--- config.mk ---
export PLATFORM = sky130hd
export DESIGN_NAME = pe_seq_ctrl
export DESIGN_NICKNAME = d
export VERILOG_FILES = /design/src/rtl/pe_seq_ctrl.sv
export SDC_FILE = /design/constraint.sdc
export NUM_CORES = 1
export LEC_CHECK = 0
export CAP_MARGIN = 20
export CELL_PAD_IN_SITES_DETAIL_PLACEMENT = 1
export CELL_PAD_IN_SITES_GLOBAL_PLACEMENT = 1
export CORE_MARGIN = 4
export CORE_UTILIZATION = 46
export DETAILED_ROUTE_END_ITERATION = 7
export HOLD_SLACK_MARGIN = 0.12
export PLACE_DENSITY = 0.88
export SLEW_MARGIN = 30
export SYNTH_ARGS = -nofsm -noshare
export SYNTH_HDL_FRONTEND = slang
export SYNTH_SLANG_ARGS = --single-unit
--- constraint.sdc ---
create_clock -name clk -period 5.7 [get_ports clk]
set_input_delay 1.14 -clock clk [delete_from_list [all_inputs] [get_ports clk]]
set_output_delay 1.14 -clock clk [all_outputs]
set_load 0.01 [all_outputs]
--- src/rtl/pe_seq_ctrl.sv ---
// Job sequencer for a 4-lane, 3-stage PE MAC pipeline: admits operand beats, drives the PE stall,
// accumulates per-beat p_sum results and holds each job result in a valid/ready output register.
// Optional saturating accumulation is enabled by defining PE_SEQ_SAT_EN.
module pe_seq_ctrl #(
  parameter int LEN_W = 8,
  parameter int ACC_W = 32
) (
  input  logic                    clk,
  input  logic                    rst_n,
  input  logic                    start,
  input  logic [LEN_W-1:0]        job_len,
  output logic                    busy,
  input  logic                    op_valid,
  output logic                    op_ready,
  output logic                    pe_stall,
  input  logic signed [24:0]      pe_p_sum,
  output logic signed [ACC_W-1:0] acc_out,
  output logic                    acc_valid,
  input  logic                    acc_ready,
  output logic                    acc_ovf,
  output logic                    done
);

  typedef enum logic {IDLE, RUN} state_t;

  state_t                  state, state_nxt;
  logic [LEN_W-1:0]        len_q, issued, retired;
  logic [2:0]              vld;
  logic signed [ACC_W-1:0] acc, acc_base, acc_nxt, p_ext;
  logic                    start_acc, fire, retire, last_pend, last_retire;

  assign busy      = (state == RUN);
  assign start_acc = (state == IDLE) && start && (job_len != '0);
  assign last_pend = (state == RUN) && vld[2] && (retired == len_q - LEN_W'(1));

  // A result waiting in a full output register blocks only the job's last retire,
  // and a same-cycle accept frees the slot for it.
  assign pe_stall    = (state == IDLE) || (last_pend && acc_valid && !acc_ready);
  assign op_ready    = (state == RUN) && (issued < len_q) && !pe_stall;
  assign fire        = op_valid && op_ready;
  assign retire      = vld[2] && !pe_stall;
  assign last_retire = retire && last_pend;

  // The first retire of a job loads rather than adds, so the old accumulator never leaks in.
  assign p_ext    = ACC_W'(pe_p_sum);
  assign acc_base = (retired == '0) ? '0 : acc;

`ifdef PE_SEQ_SAT_EN
  logic [ACC_W:0] sum_ext;
  logic           ovf_now, ovf_sticky, acc_ovf_q;

  always_comb begin
    // NOTE: every combinational output gets a default before any branch, so no latch is inferred.
    acc_nxt = '0;
    sum_ext = {acc_base[ACC_W-1], acc_base} + {p_ext[ACC_W-1], p_ext};
    ovf_now = sum_ext[ACC_W] ^ sum_ext[ACC_W-1];
    if (!ovf_now)
      acc_nxt = sum_ext[ACC_W-1:0];
    else if (sum_ext[ACC_W])
      acc_nxt = {1'b1, {(ACC_W-1){1'b0}}};
    else
      acc_nxt = {1'b0, {(ACC_W-1){1'b1}}};
  end

  always_ff @(posedge clk or negedge rst_n) begin
    if (!rst_n) begin
      ovf_sticky <= 1'b0;
      acc_ovf_q  <= 1'b0;
    end else begin
      if (start_acc)
        ovf_sticky <= 1'b0;
      else if (retire && ovf_now)
        ovf_sticky <= 1'b1;
      if (last_retire)
        acc_ovf_q <= ovf_sticky | ovf_now;
    end
  end

  assign acc_ovf = acc_ovf_q;
`else
  assign acc_nxt = acc_base + p_ext;
  assign acc_ovf = 1'b0;
`endif

  always_comb begin
    state_nxt = state;
    case (state)
      IDLE:    if (start_acc) state_nxt = RUN;
      RUN:     if (last_retire) state_nxt = IDLE;
      default: state_nxt = IDLE;
    endcase
  end

  always_ff @(posedge clk or negedge rst_n) begin
    if (!rst_n) begin
      state     <= IDLE;
      len_q     <= '0;
      issued    <= '0;
      retired   <= '0;
      vld       <= '0;
      acc       <= '0;
      acc_out   <= '0;
      acc_valid <= 1'b0;
      done      <= 1'b0;
    end else begin
      // NOTE: non-blocking assignments so every register samples pre-edge values of the others.
      state <= state_nxt;
      done  <= last_retire;

      if (start_acc) begin
        len_q   <= job_len;
        issued  <= '0;
        retired <= '0;
        acc     <= '0;
      end else begin
        if (fire)
          issued <= issued + LEN_W'(1);
        if (retire) begin
          acc     <= acc_nxt;
          retired <= retired + LEN_W'(1);
        end
      end

      // vld mirrors the PE pipeline, so it freezes exactly when the PE does.
      if (!pe_stall)
        vld <= {vld[1:0], fire};

      if (last_retire) begin
        acc_out   <= acc_nxt;
        acc_valid <= 1'b1;
      end else if (acc_valid && acc_ready) begin
        acc_valid <= 1'b0;
      end
    end
  end

endmodule

==> flow_summary.toml, run 1 <==
[synth]
post-synth-top-area-fraction = 0.389
yosysMostFrequentCell = "dfrtp_1"
ys_top_cells_by_area = "dfrtp_1 39%, ha_1 8.7%, o21ai_0 5.5%"
synth_area_sq_um = 6050
synthFlopType = "dfrtp_1"
synth_cells = 680
synth_edf_count = 0
ys_seq_area_frac = 0.389
async_flop_share = 1.00
synthTopCellsByCount = "94 x dfrtp_1, 81 x nand2_1, 67 x o21ai_0"
synth_cell_type_count = 67
synth_top_cell_by_area = "dfrtp_1"
yosys_warnings = 0
syn_nets = 761
ys_ff_latch = 94
avgSynthCellArea_sq_um = 8.89

[routing]
final_antenna_net_count = 0
drc_errors = 0
wl_per_cell_microns = 19.6
wl_microns = 18000
via_per_inst = 5.83
initialDrtViolationCount = 257
vias = 5350
dr.pass1.iters = 4

[floorplanning]
die-area_sq_um = 15000
core_area_sq_um = 12700
start_util = 0.475
io_pins = 76
die_x_microns = 123
rows = 41
die_h_microns = 123

[cells_and_area]
antennaDiodeCount = 0
synthToLayoutAreaGrowth_pct = 19.7
drive_above_1_share = 0.0564
n_fill_cell = 1523
nNetsFinal = 821

[clock_network]
clk_pin_slew_worst_paths_ns = 0.07
cts-htree-levels = 3
cts_setup_buffers = 0
clockBufferDepth = 2
tritoncts = "done"
ctsResizeCount = 0
cts-hold-fix-buffers = 0
cts.sinks = 94
clock_latency_ns = 0.36
cts-buffers-inserted = 9
root_buffer = "clkbuf_16"

[setup_path]
critPathBufInv = 2
r2r_slack_ns = 1.43
cp_cell_sequence = "inv_1, ha_1, and2_1, o21ai_0, o311a_1, o2111ai_2, o31ai_4, clkdlybuf4s50_1"
start_kind = "flop"
r2r_cells = 16
worstPathArrival_ns = 3.23
path_class = "reg2out"
worstReg2RegEnd = "acc[26]"
crit_family = "compound AO/OA/AOI/OAI gates"
required_ns = 4.56
crit_slowest_cell = "clkdlybuf4s50_1"
r2r_start = "retired[0]"
cp_max_fo = 7
setup.worst_path.end_class = "output port"
slowest_delay_ns = 0.64

[sta]
max-slew-margin-rel = 0.515
rsz0062_at_grt = "no"
drv_slew = 0
fin_crit_ns = 4.37
setup_viol = 0
hold_viol = 0
final.setup.tns_ns = 0
fmax_mhz = 229
clock_skew_ns = 0.0108
fin_crit_sh = 0.767
worst_pin_slew_ns = 0.728

[pwr]
swShare = 0.459
power.internal_w = 0.00258
totalPowerFinal_w = 0.00476
clkPwrFrac = 0.146
power_frac_seq = 0.259
peakVddDrop_mv = 0.246
p_leak_nw = 3.25
pwr-share-comb = 0.595
power.switching_w = 0.00218
p_per_area_nw_per_um2 = 658

[place]
place.gp.congestion = 0.884
portBuffers = 74
hpwl_microns = 12700

[grt]
grt.overflow.total = 0
grt_usage = 0.253
antenna_found_initial = 0
grt_max_degree = 78
grt_pass1_wl_microns = 29900
grt_pass1_vias = 5982

[job]
max_cap_violations = 0

[worst_hold_path]
hold_path.startpoint = "vld[0]"
min_path_type = "reg2reg"
holdPathStages = 1
hold_path_end = "vld[0]"

[run_status]
outcome = "finished, final reports clean"
[state kept, by name, summed over array words and instances (netlist names)]
| signal | cells |
|---|---|
| acc | 32 |
| done | 1 |
| retired | 8 |
| issued | 8 |
| acc_out | 32 |
| busy | 1 |
| len_q | 8 |
| vld | 3 |
| acc_valid | 1 |
[cell families (layout without fill, tap and decap cells)]
kind of cell,after synthesis,in the layout,synth area share
compound gates,203,203,0.208
xor+xnor,37,37,0.0536
fa+ha+maj,43,43,0.0902
buf+inv,57,122,0.0426
flops,94,94,0.389
mux,9,9,0.0153
other cells,1,1,0.000620
simple gates,236,236,0.201
[area by class of cell]
class / instances / area, sq um / area share
clock inverters: 4 / 76.3 / 0.0105
well taps: 172 / 215 / 0.0297
multi-input cells: 529 / 3450 / 0.476
clock buffers: 12 / 267 / 0.0368
inverters: 27 / 101 / 0.0140
flip-flops and latches: 94 / 2350 / 0.325
repair buffers: 79 / 779 / 0.108
[how the worst max path moves through the flow]
| stage | from | to | slack, ns | cells past startpoint |
|---|---|---|---|---|
| after floorplan | retired[0] | acc_out[30] | 1.99 | 16 |
| after global placement | pe_p_sum[0] | acc_out[30] | 1.44 | 11 |
| after detailed placement | pe_p_sum[0] | acc[26] | 1.31 | 11 |
| after CTS | len_q[0] | pe_stall | 1.33 | 8 |
| after global routing | retired[1] | acc[26] | 1.09 | 16 |
| final | len_q[0] | pe_stall | 1.33 | 8 |
[layout by cell type, fill, tap and decap left out, types with 5 or more instances in the layout]
master,instances
buf_4,5
clkbuf_16,9
nand2b_1,7
xor2_1,14
nand4_1,5
o21ai_0,67
a31oi_1,6
a21oi_1,37
nand2_1,81
o21ai_1,30
nor2_1,27
o211ai_1,8
clkdlybuf4s50_1,73
dfrtp_1,94
inv_1,27
nand3_1,47
mux2i_1,7
a21o_1,12
and2_1,33
xnor2_1,23
o21bai_1,8
and3_1,6
nor3_1,7
o31ai_1,5
ha_1,42
[through the flow]
stage | instance area (sq um) | worst slack [ns] | utilization | std cells | hold slack (ns)
after floorplan | 6050 | 1.99 | - | 680 | 0.446
after global placement | 6880 | 1.44 | 0.541 | 900 | 0.457
after detailed placement | 6880 | 1.31 | 0.541 | 900 | 0.473
after CTS | 7230 | 1.33 | 0.568 | 916 | 0.488
after global routing | 7240 | 1.09 | 0.569 | 917 | 0.519
final | 7240 | 1.33 | 0.569 | 917 | 0.487
[power by group through the flow]
| stage | Combinational [W] | Sequential [W] | Clock [W] |
|---|---|---|---|
| after floorplan | 0.00187 | 0.00121 | 0 |
| after global placement | 0.00259 | 0.00121 | 0 |
| after detailed placement | 0.00277 | 0.00124 | 0 |
| after CTS | 0.00283 | 0.00123 | 0.000707 |
| after global routing | 0.00314 | 0.00128 | 0.000736 |
| final | 0.00283 | 0.00123 | 0.000696 |
[routing by layer]
layer,routed length [microns],up-vias,GRT usage
met5,0,-,0
met4,395,0,0.0882
met3,764,33,0.0539
met2,9410,122,0.456
met1,7400,2658,0.298
li1,-,2537,-
No activity file was read; power rests on OpenSTA's default activity.
==> run 2, diff against run 1 <==
CORE_UTILIZATION = 43   (was 46)
PLACE_DENSITY = 0.83   (was 0.88)
clock period = 4.25 ns   (was 5.7 ns; I/O delays follow)
==> flow_summary.toml, run 2 (synthesis gave the netlist of run 1 again) <==
[place]
hpwl_microns = 12600
dpl_worst_slack_ns = 0.186
portBuffers = 74
place.gp.congestion = 0.898
dp.cells = 912

[floorplanning]
rows = 43
die-area_sq_um = 16000
start_util = 0.437
core_area_sq_um = 13800
die_x_microns = 127
die_h_microns = 127
io_pins = 76

[setup_path]
cp_max_fo = 6
setup.worst_path.end_class = "flop"
worstPathArrival_ns = 4.20
start_kind = "flop"
required_ns = 4.46
path_class = "reg2reg"

[sta]
worst_pin_slew_ns = 0.897
fmax_mhz = 250
fin_ws_ns = 0.258
max-slew-margin-rel = 0.401
hold_viol = 0
rsz0062_at_grt = "no"
hold_slack_ns = 0.386
setup_viol = 0
fin_crit_ns = 3.99
fin_crit_sh = 0.939
final.setup.tns_ns = 0
clock_skew_ns = 0.00633
drv_slew = 0

[run_status]
outcome = "finished, final reports clean"

[routing]
vias = 5264
final_antenna_net_count = 0
via_per_inst = 5.67
wl_per_cell_microns = 18.3
wl_microns = 17000
drc_errors = 0
initialDrtViolationCount = 235
dr.pass1.iters = 5

[pwr]
swShare = 0.457
clkPwrFrac = 0.133
power_frac_seq = 0.261
p_per_area_nw_per_um2 = 863
p_leak_nw = 3.26
power.switching_w = 0.00286
power.internal_w = 0.00340
peakVddDrop_mv = 0.329
pwr-share-comb = 0.607

[clock_network]
clk_pin_slew_worst_paths_ns = 0.07
cts.sinks = 94
cts-hold-fix-buffers = 0
tritoncts = "done"
cts-htree-levels = 3
cts-buffers-inserted = 9
root_buffer = "clkbuf_16"
clock_latency_ns = 0.35
clockBufferDepth = 2

[cells_and_area]
nNetsFinal = 825
synthToLayoutAreaGrowth_pct = 19.9
regArea_sq_um = 2350
layout_commonest_cell = "dfrtp_1"
final_cell_mix = "94 x dfrtp_1, 81 x nand2_1, 73 x clkdlybuf4s50_1, 67 x o21ai_0, 47 x nand3_1"
instances_no_fill = 929
n_fill_cell = 1617
antennaDiodeCount = 0
drive_above_1_share = 0.0628
multi_input_area_sq_um = 3450
largestRegisters = "acc: 32 flops, acc_out: 32 flops"

[grt]
grt_usage = 0.219
grt_max_degree = 68
antenna_found_initial = 0
grt_pass1_vias = 5865
grt.overflow.total = 0
grt_pass1_wl_microns = 28800

[job]
max_cap_violations = 0

[worst_hold_path]
min_path_type = "in2async"
==> run 2: layout make-up <==
class | instances | area share
sequential | 94 | 0.324
multi-input combinational | 529 | 0.476
tap | 180 | 0.0311
clock buffer | 10 | 0.0330
timing repair buffer | 83 | 0.113
clock inverter | 6 | 0.00846
inverter | 27 | 0.0140
==> run 2: what timing repair did <==
action,in CTS,in global routing
setup endpoints to repair,0,4
buffers inserted,0,1
resized for setup,0,1
==> run 2: worst max-delay path, stage by stage (launching register included) <==
cell,delay (ns)
dfrtp_1,0.44
inv_1,0.08
ha_1,0.14
nor4b_2,0.19
nand2_1,0.13
and2_1,0.19
ha_1,0.23
fa_1,0.44
a211oi_2,0.28
o211ai_1,0.18
a32oi_2,0.32
or4b_1,0.51
and2_4,0.19
a31o_1,0.23
xnor2_1,0.20
o21ai_1,0.09
==> run 2: final timing paths <==
check / startpoint / end / slack, ns / cells after the start
max: retired[1] / acc_out[30] / 0.26 / 15
min: rst_n / acc_out[1] / 0.39 / 1
max reg2reg: retired[1] / acc_out[30] / 0.26 / 15
min reg2reg: acc_out[5] / acc_out[5] / 0.48 / 2
max in group asynchronous: rst_n / acc[14] / 3.03 / 2
min in group clk: acc_out[5] / acc_out[5] / 0.48 / 2
==> run 2: metal layers <==
metal / wire length, microns / part of all wire / global-route usage
met1: 7410 / 0.44 / 0.261
met2: 8690 / 0.51 / 0.391
met3: 509 / 0.030 / 0.0337
met4: 393 / 0.023 / 0.0896
met5: 0 / 0 / 0
==> run 2: power groups by stage <==
| stage | Clock [W] | Sequential [W] | Combinational [W] |
|---|---|---|---|
| after floorplan | 0 | 0.00163 | 0.00251 |
| final | 0.000830 | 0.00163 | 0.00380 |
| after CTS | 0.000847 | 0.00163 | 0.00380 |
| after global placement | 0 | 0.00161 | 0.00354 |
| after detailed placement | 0 | 0.00164 | 0.00376 |
| after global routing | 0.000885 | 0.00169 | 0.00422 |
==> run 2: through the flow <==
stage | instance area (sq um) | total power, W | util
3_3_place_gp | 6940 | 0.00515 | 0.502
2_1_floorplan | 6050 | 0.00414 | -
4_1_cts | 7240 | 0.00628 | 0.523
3_5_place_dp | 6940 | 0.00540 | 0.502
6_report | 7250 | 0.00626 | 0.524
5_1_grt | 7250 | 0.00679 | 0.524
==> RTL change 1 (config.mk and constraints of run 2) <==
The parameter `LEN_W` goes from 8 to 4.
--- a/src/rtl/pe_seq_ctrl.sv
+++ b/src/rtl/pe_seq_ctrl.sv
@@ -2,7 +2,7 @@
 // accumulates per-beat p_sum results and holds each job result in a valid/ready output register.
 // Optional saturating accumulation is enabled by defining PE_SEQ_SAT_EN.
 module pe_seq_ctrl #(
-  parameter int LEN_W = 8,
+  parameter int LEN_W = 4,
   parameter int ACC_W = 32
 ) (
   input  logic                    clk,
Interface: changed (resized job_len); port bits go from 76 to 72. The function was not compared with the original's and may differ.
==> RTL change 1 against run 2 <==
- sequential power fell by 14%
- non-clock buffer count fell by 6
- combinational power fell by 16%
- sequential cell count fell by 12
- die area fell by 13%
- fmax rose by 7.1%
- routed wire length fell by 19%
- first-iteration DRC count fell by 3.8%
- setup slack improved by 0.27 ns
- synthesized area fell by 14%
- power fell by 12%
- design area fell by 12%
- cell count fell by 14%
==> RTL change 1: results (changes against run 2) <==
Adder-Cell Fraction of Synth Area: 0.09515 (+0.004933)
Largest net degree at the start of global routing: 83 (+22%)
Syn Nets: 674 (-11%)
Peak supply drop: 0.0003436 V (+4.5%)
Total Routing Usage GR: 0.2052 (-0.01333)
Total number of vias: 4519 (-14%)
Clock skew: 0.009558 ns (+0.003225 ns)
Placed cell area: 0.006016 mm² (-13%)
Antenna violations before repair: 0 (unchanged)
Share of cells above drive strength 1: 0.05159 (-0.01116)
Setup WS pre-CTS: 0.3980 ns (+0.2124 ns)
Leak: 0.002899 µW (-11%)
FF-to-FF Start: retired[0]
Count of cell types in the netlist: 53 (-21%)
Mux cell area share after synthesis: 0.006247 (-0.009064)
Routability cong.: 0.8821 (-1.8%)
M1 GR Usage: 0.2636 (+0.002485)
First-pass GRT wire length: 23740 µm (-17%)
Hpwl dp: 9953 µm (-21%)
Critical Path AT: 3.93 ns (-0.27 ns)
Hold Path Class: flip-flop to flip-flop
First-pass detailed-route iteration total: 4 (-1)
Vias in the first global route: 4920 (-16%)
Sequential share of the synthesized area: 0.3940 (+0.005049)
WL final: 13710 µm (-19%)
Synth Area in Compound Gates: 0.1884 (-0.01916)
Global-route met3 utilization: 0.03748 (+0.003798)
GRT met2 Usage: 0.3439 (-0.04747)
DRT iter0 DRCs: 226 (-3.8%)
Status: completed
NumNets Final: 727 (-12%)
Final setup vio count: 0 (unchanged)
RTL change 1: changes by cell type after synthesis, sizes merged, moves of 6 or more:
cell,before,now
inv,27,19
mux2i,7,1
o21ai,99,75
and2,35,4
nor2b,1,32
or2,0,6
nand2,81,67
buf,12,6
clkbuf,18,29
xnor2,23,17
dfrtp,94,82
RTL change 1: metrics by stage:
| stage | hold slack (ns) | cells |
|---|---|---|
| 2_1_floorplan | 0.4458 | 601 |
| 3_3_place_gp | 0.4581 | 786 |
| 3_5_place_dp | 0.4669 | 786 |
| 4_1_cts | 0.4809 | 802 |
| 5_1_grt | 0.4926 | 802 |
| 6_report | 0.4777 | 802 |
RTL change 1: critical path: stages (launching register included):
cell     delay [ns]
dfrtp_1        0.46
inv_1          0.09
ha_1           0.14
nor3b_2        0.29
buf_4          0.28
nor2b_1        0.09
ha_1           0.35
a21o_1         0.20
a21oi_1        0.13
o21ai_0        0.24
a21o_1         0.28
a41oi_1        0.39
o21a_1         0.36
xnor2_1        0.18
o21ai_0        0.09
RTL change 1: power by group:
group / internal, µW / total [µW] / switching [µW]
logic: 1380 / 3210 / 1830
registers: 1170 / 1400 / 228
clock network: 577 / 918 / 341
RTL change 1: per-layer routing:
layer | wire length (µm) | part of all wire | vias up
li1 | - | - | 2230
met1 | 6569 | 0.48 | 2196
met2 | 6450 | 0.47 | 71
met3 | 384 | 0.028 | 22
met4 | 301 | 0.022 | 0
met5 | 0 | 0 | -
RTL change 1: worst paths after layout:
kind                            slack [ns]           to
worst min-delay path                  0.48  acc_out[29]
worst min register to register        0.48  acc_out[29]
max in group asynchronous             3.16  acc_out[24]
worst max register to register        0.52  acc_out[22]
min in group asynchronous             0.54    issued[3]
worst max-delay path                  0.52  acc_out[22]
RTL change 1: final cells by class:
| cell class | count | area, µm² |
|---|---|---|
| clock buffer | 10 | 229.0 |
| clock inverter | 6 | 113.9 |
| fill | 1352 | 5255 |
| inverter | 19 | 71.32 |
| multi-input combinational | 465 | 2959 |
| sequential | 82 | 2052 |
| tap | 143 | 178.9 |
| timing repair buffer | 77 | 754.5 |
RTL change 1: kinds of logic (layout without fill, tap and decap cells):
kind of cell,after synthesis,count (layout)
AOI/OAI and AO/OA,165,165
muxes,3,3
and+or+nand+nor,223,223
DFF,82,82
xor gates and xnor gates,34,34
other,1,1
buffers and inverters,54,112
adders and majority gates,39,39
==> RTL change 2 (config.mk and constraints of run 2) <==
Without the edit above. Build with the macro `PE_SEQ_SAT_EN` defined.
--- a/src/rtl/pe_seq_ctrl.sv
+++ b/src/rtl/pe_seq_ctrl.sv
@@ -1,6 +1,8 @@
 // Job sequencer for a 4-lane, 3-stage PE MAC pipeline: admits operand beats, drives the PE stall,
 // accumulates per-beat p_sum results and holds each job result in a valid/ready output register.
 // Optional saturating accumulation is enabled by defining PE_SEQ_SAT_EN.
+`define PE_SEQ_SAT_EN
+
 module pe_seq_ctrl #(
   parameter int LEN_W = 8,
   parameter int ACC_W = 32
Function: same outputs for any inputs over 4 cycles, from zero or initial values and one cycle with rst_n low; that may be too few to reach the edited logic, so the function may still have changed.
==> RTL change 2 against run 2 <==
- routed wire length rose by 25%
- global-route usage increased by 2.4 points
- hold slack better by 0.085 ns
- combinational power increased by 47%
- sequential cell count grew 2
- design area is 12% higher
- setup slack lost 0.048 ns
- power rose by 28%
- synthesized area up 10%
- highest routed layer unchanged
==> RTL change 2: results (changes against run 2) <==
Worst slew margin: 0.3750 (-0.02575)
Non-Filler Instances: 1032 (+11%)
Hold Path Class: primary input to asynchronous set/reset pin
Antenna violations before repair: 0 (unchanged)
First-pass GRT wire length: 34560 µm (+20%)
Clk_lat worst skew: 0.35 ns (about the same)
Remaining global-route overflow: 0 (unchanged)
Leading area contributor after synthesis: dfrtp_1
Sequential share of the synthesized area: 0.3604 (-0.02863)
Vias per cell: 5.856 (+3.3%)
CP delay by family, top: compound AO/OA/AOI/OAI gates
NumNets Final: 922 (+12%)
Routability cong.: 0.9534 (+6.1%)
Critical Path Max Stage Delay: 0.45 ns (-0.06 ns)
Clk slew on worst S/H paths: 0.07 ns (about the same)
WL per Instance: 20.64 µm (+13%)
Worst path slowest cell: or3_4
Largest net degree at the start of global routing: 42 (-38%)
First-pass detailed-route iteration total: 4 (-1)
Port bufs: 75 (+1.4%)
Mean Syn Cell Area: 8.783 µm² (-1.2%)
Count of cell types in the netlist: 77 (+15%)
Synth cell count leaders: a21oi_1 (111), dfrtp_1 (96), nand2_1 (77), nor2_1 (67), ha_1 (43)
Clock tree buffer depth: 2 (unchanged)
ANT cells: 0 (unchanged)
Asr flop ratio synth: 1.000 (unchanged)
Hpwl dp: 15910 µm (+26%)
Peak supply drop: 0.0003487 V (+6.0%)
Synth top area cells: dfrtp_1 (36%), a21oi_1 (8.3%), ha_1 (8.1%)
Total Routing Usage GR: 0.2429 (+0.02441)
Status: completed
Top flop regs: acc: 32 flops, acc_out: 32 flops
Clk root buf: clkbuf_16
Share of cells above drive strength 1: 0.1197 (+0.05692)
YS warnings: 0 (unchanged)
Critical Path AT: 4.32 ns (+0.12 ns)
Syn Nets: 841 (+11%)
Vias in the first global route: 6603 (+13%)
Clock skew: 0.005046 ns (-0.001287 ns)
H-tree levels: 3 (unchanged)
DRT iter0 DRCs: 279 (+19%)
Placed cell area: 0.007702 mm² (+11%)
Largest fanout on the critical path: 32 (+26)
Leak: 0.003482 µW (+7.0%)
Num CTS Buffers: 9 (unchanged)
==> RTL change 2: changes by cell type in the layout (fill, tap and decap cells not counted), moves of 5 or more <==
cell / change
nor2_1: +39
nor3_1: +7
o21ai_1: -28
o21ai_0: -26
a21oi_2: +14
buf_4: +18
a21oi_1: +74
xnor2_1: +6
o21bai_1: -5
nand3_1: -29
==> RTL change 2: per-layer routing <==
| metal | vias to the layer above | track usage | wire length (µm) |
|---|---|---|---|
| li1 | 2870 | - | - |
| met1 | 3024 | 0.2950 | 8851 |
| met2 | 120 | 0.4404 | 11140 |
| met3 | 29 | 0.04068 | 904 |
| met4 | 0 | 0.07333 | 406 |
| met5 | - | 0 | 0 |
==> RTL change 2: area by class of cell <==
cell class              instances  area (µm²)
flip-flops and latches         96        2402
well taps                     188       235.2
clock buffers                  11       252.7
multi-input cells             603        4025
repair buffers                106        1044
fillers                      1750        7076
clock inverters                 4       77.57
inverters                      24       90.09
==> RTL change 2: logic make-up after synthesis <==
kind of cell / share of synthesized area
flops: 0.3604
mux: 0.01314
fa+ha+maj: 0.08709
compound gates: 0.2356
buf+inv: 0.04354
simple gates: 0.2065
xor+xnor: 0.05387
==> RTL change 2: power by group <==
group	internal [µW]	leakage [µW]	switching, µW
Sequential	1270	0.00121	264
Combinational	2220	0.00212	3350
Clock	547	0.000162	372
==> RTL change 2: path summary, 6_finish.rpt <==
path,startpoint,endpoint,slack [ns],cells after the start
max in group asynchronous,rst_n,acc_out[17],2.91,2
min in group clk,ovf_sticky,ovf_sticky,0.51,2
max,retired[1],acc_out[27],0.21,16
max reg2reg,retired[1],acc_out[27],0.21,16
min reg2reg,ovf_sticky,ovf_sticky,0.51,2
min,rst_n,acc[9],0.47,1
==> RTL change 2: per-stage QoR <==
| step | worst slack [ns] | util | total power [µW] |
|---|---|---|---|
| 6_report | 0.2096 | 0.5346 | 8026 |
| 5_1_grt | -0.01474 | 0.5346 | 8641 |
| 3_5_place_dp | 0.01253 | 0.5067 | 6914 |
| 2_1_floorplan | 0.5950 | - | 5219 |
| 3_3_place_gp | 0.1146 | 0.5067 | 6671 |
| 4_1_cts | 0.03879 | 0.5284 | 7898 |
==> RTL change 2: timing repair <==
| action | CTS | global route |
|---|---|---|
| endpoints found under the setup margin | 0 | 59 |
| setup buffers | 0 | 5 |
| hold endpoints to repair | 0 | 0 |
| resized for setup | 0 | 9 |
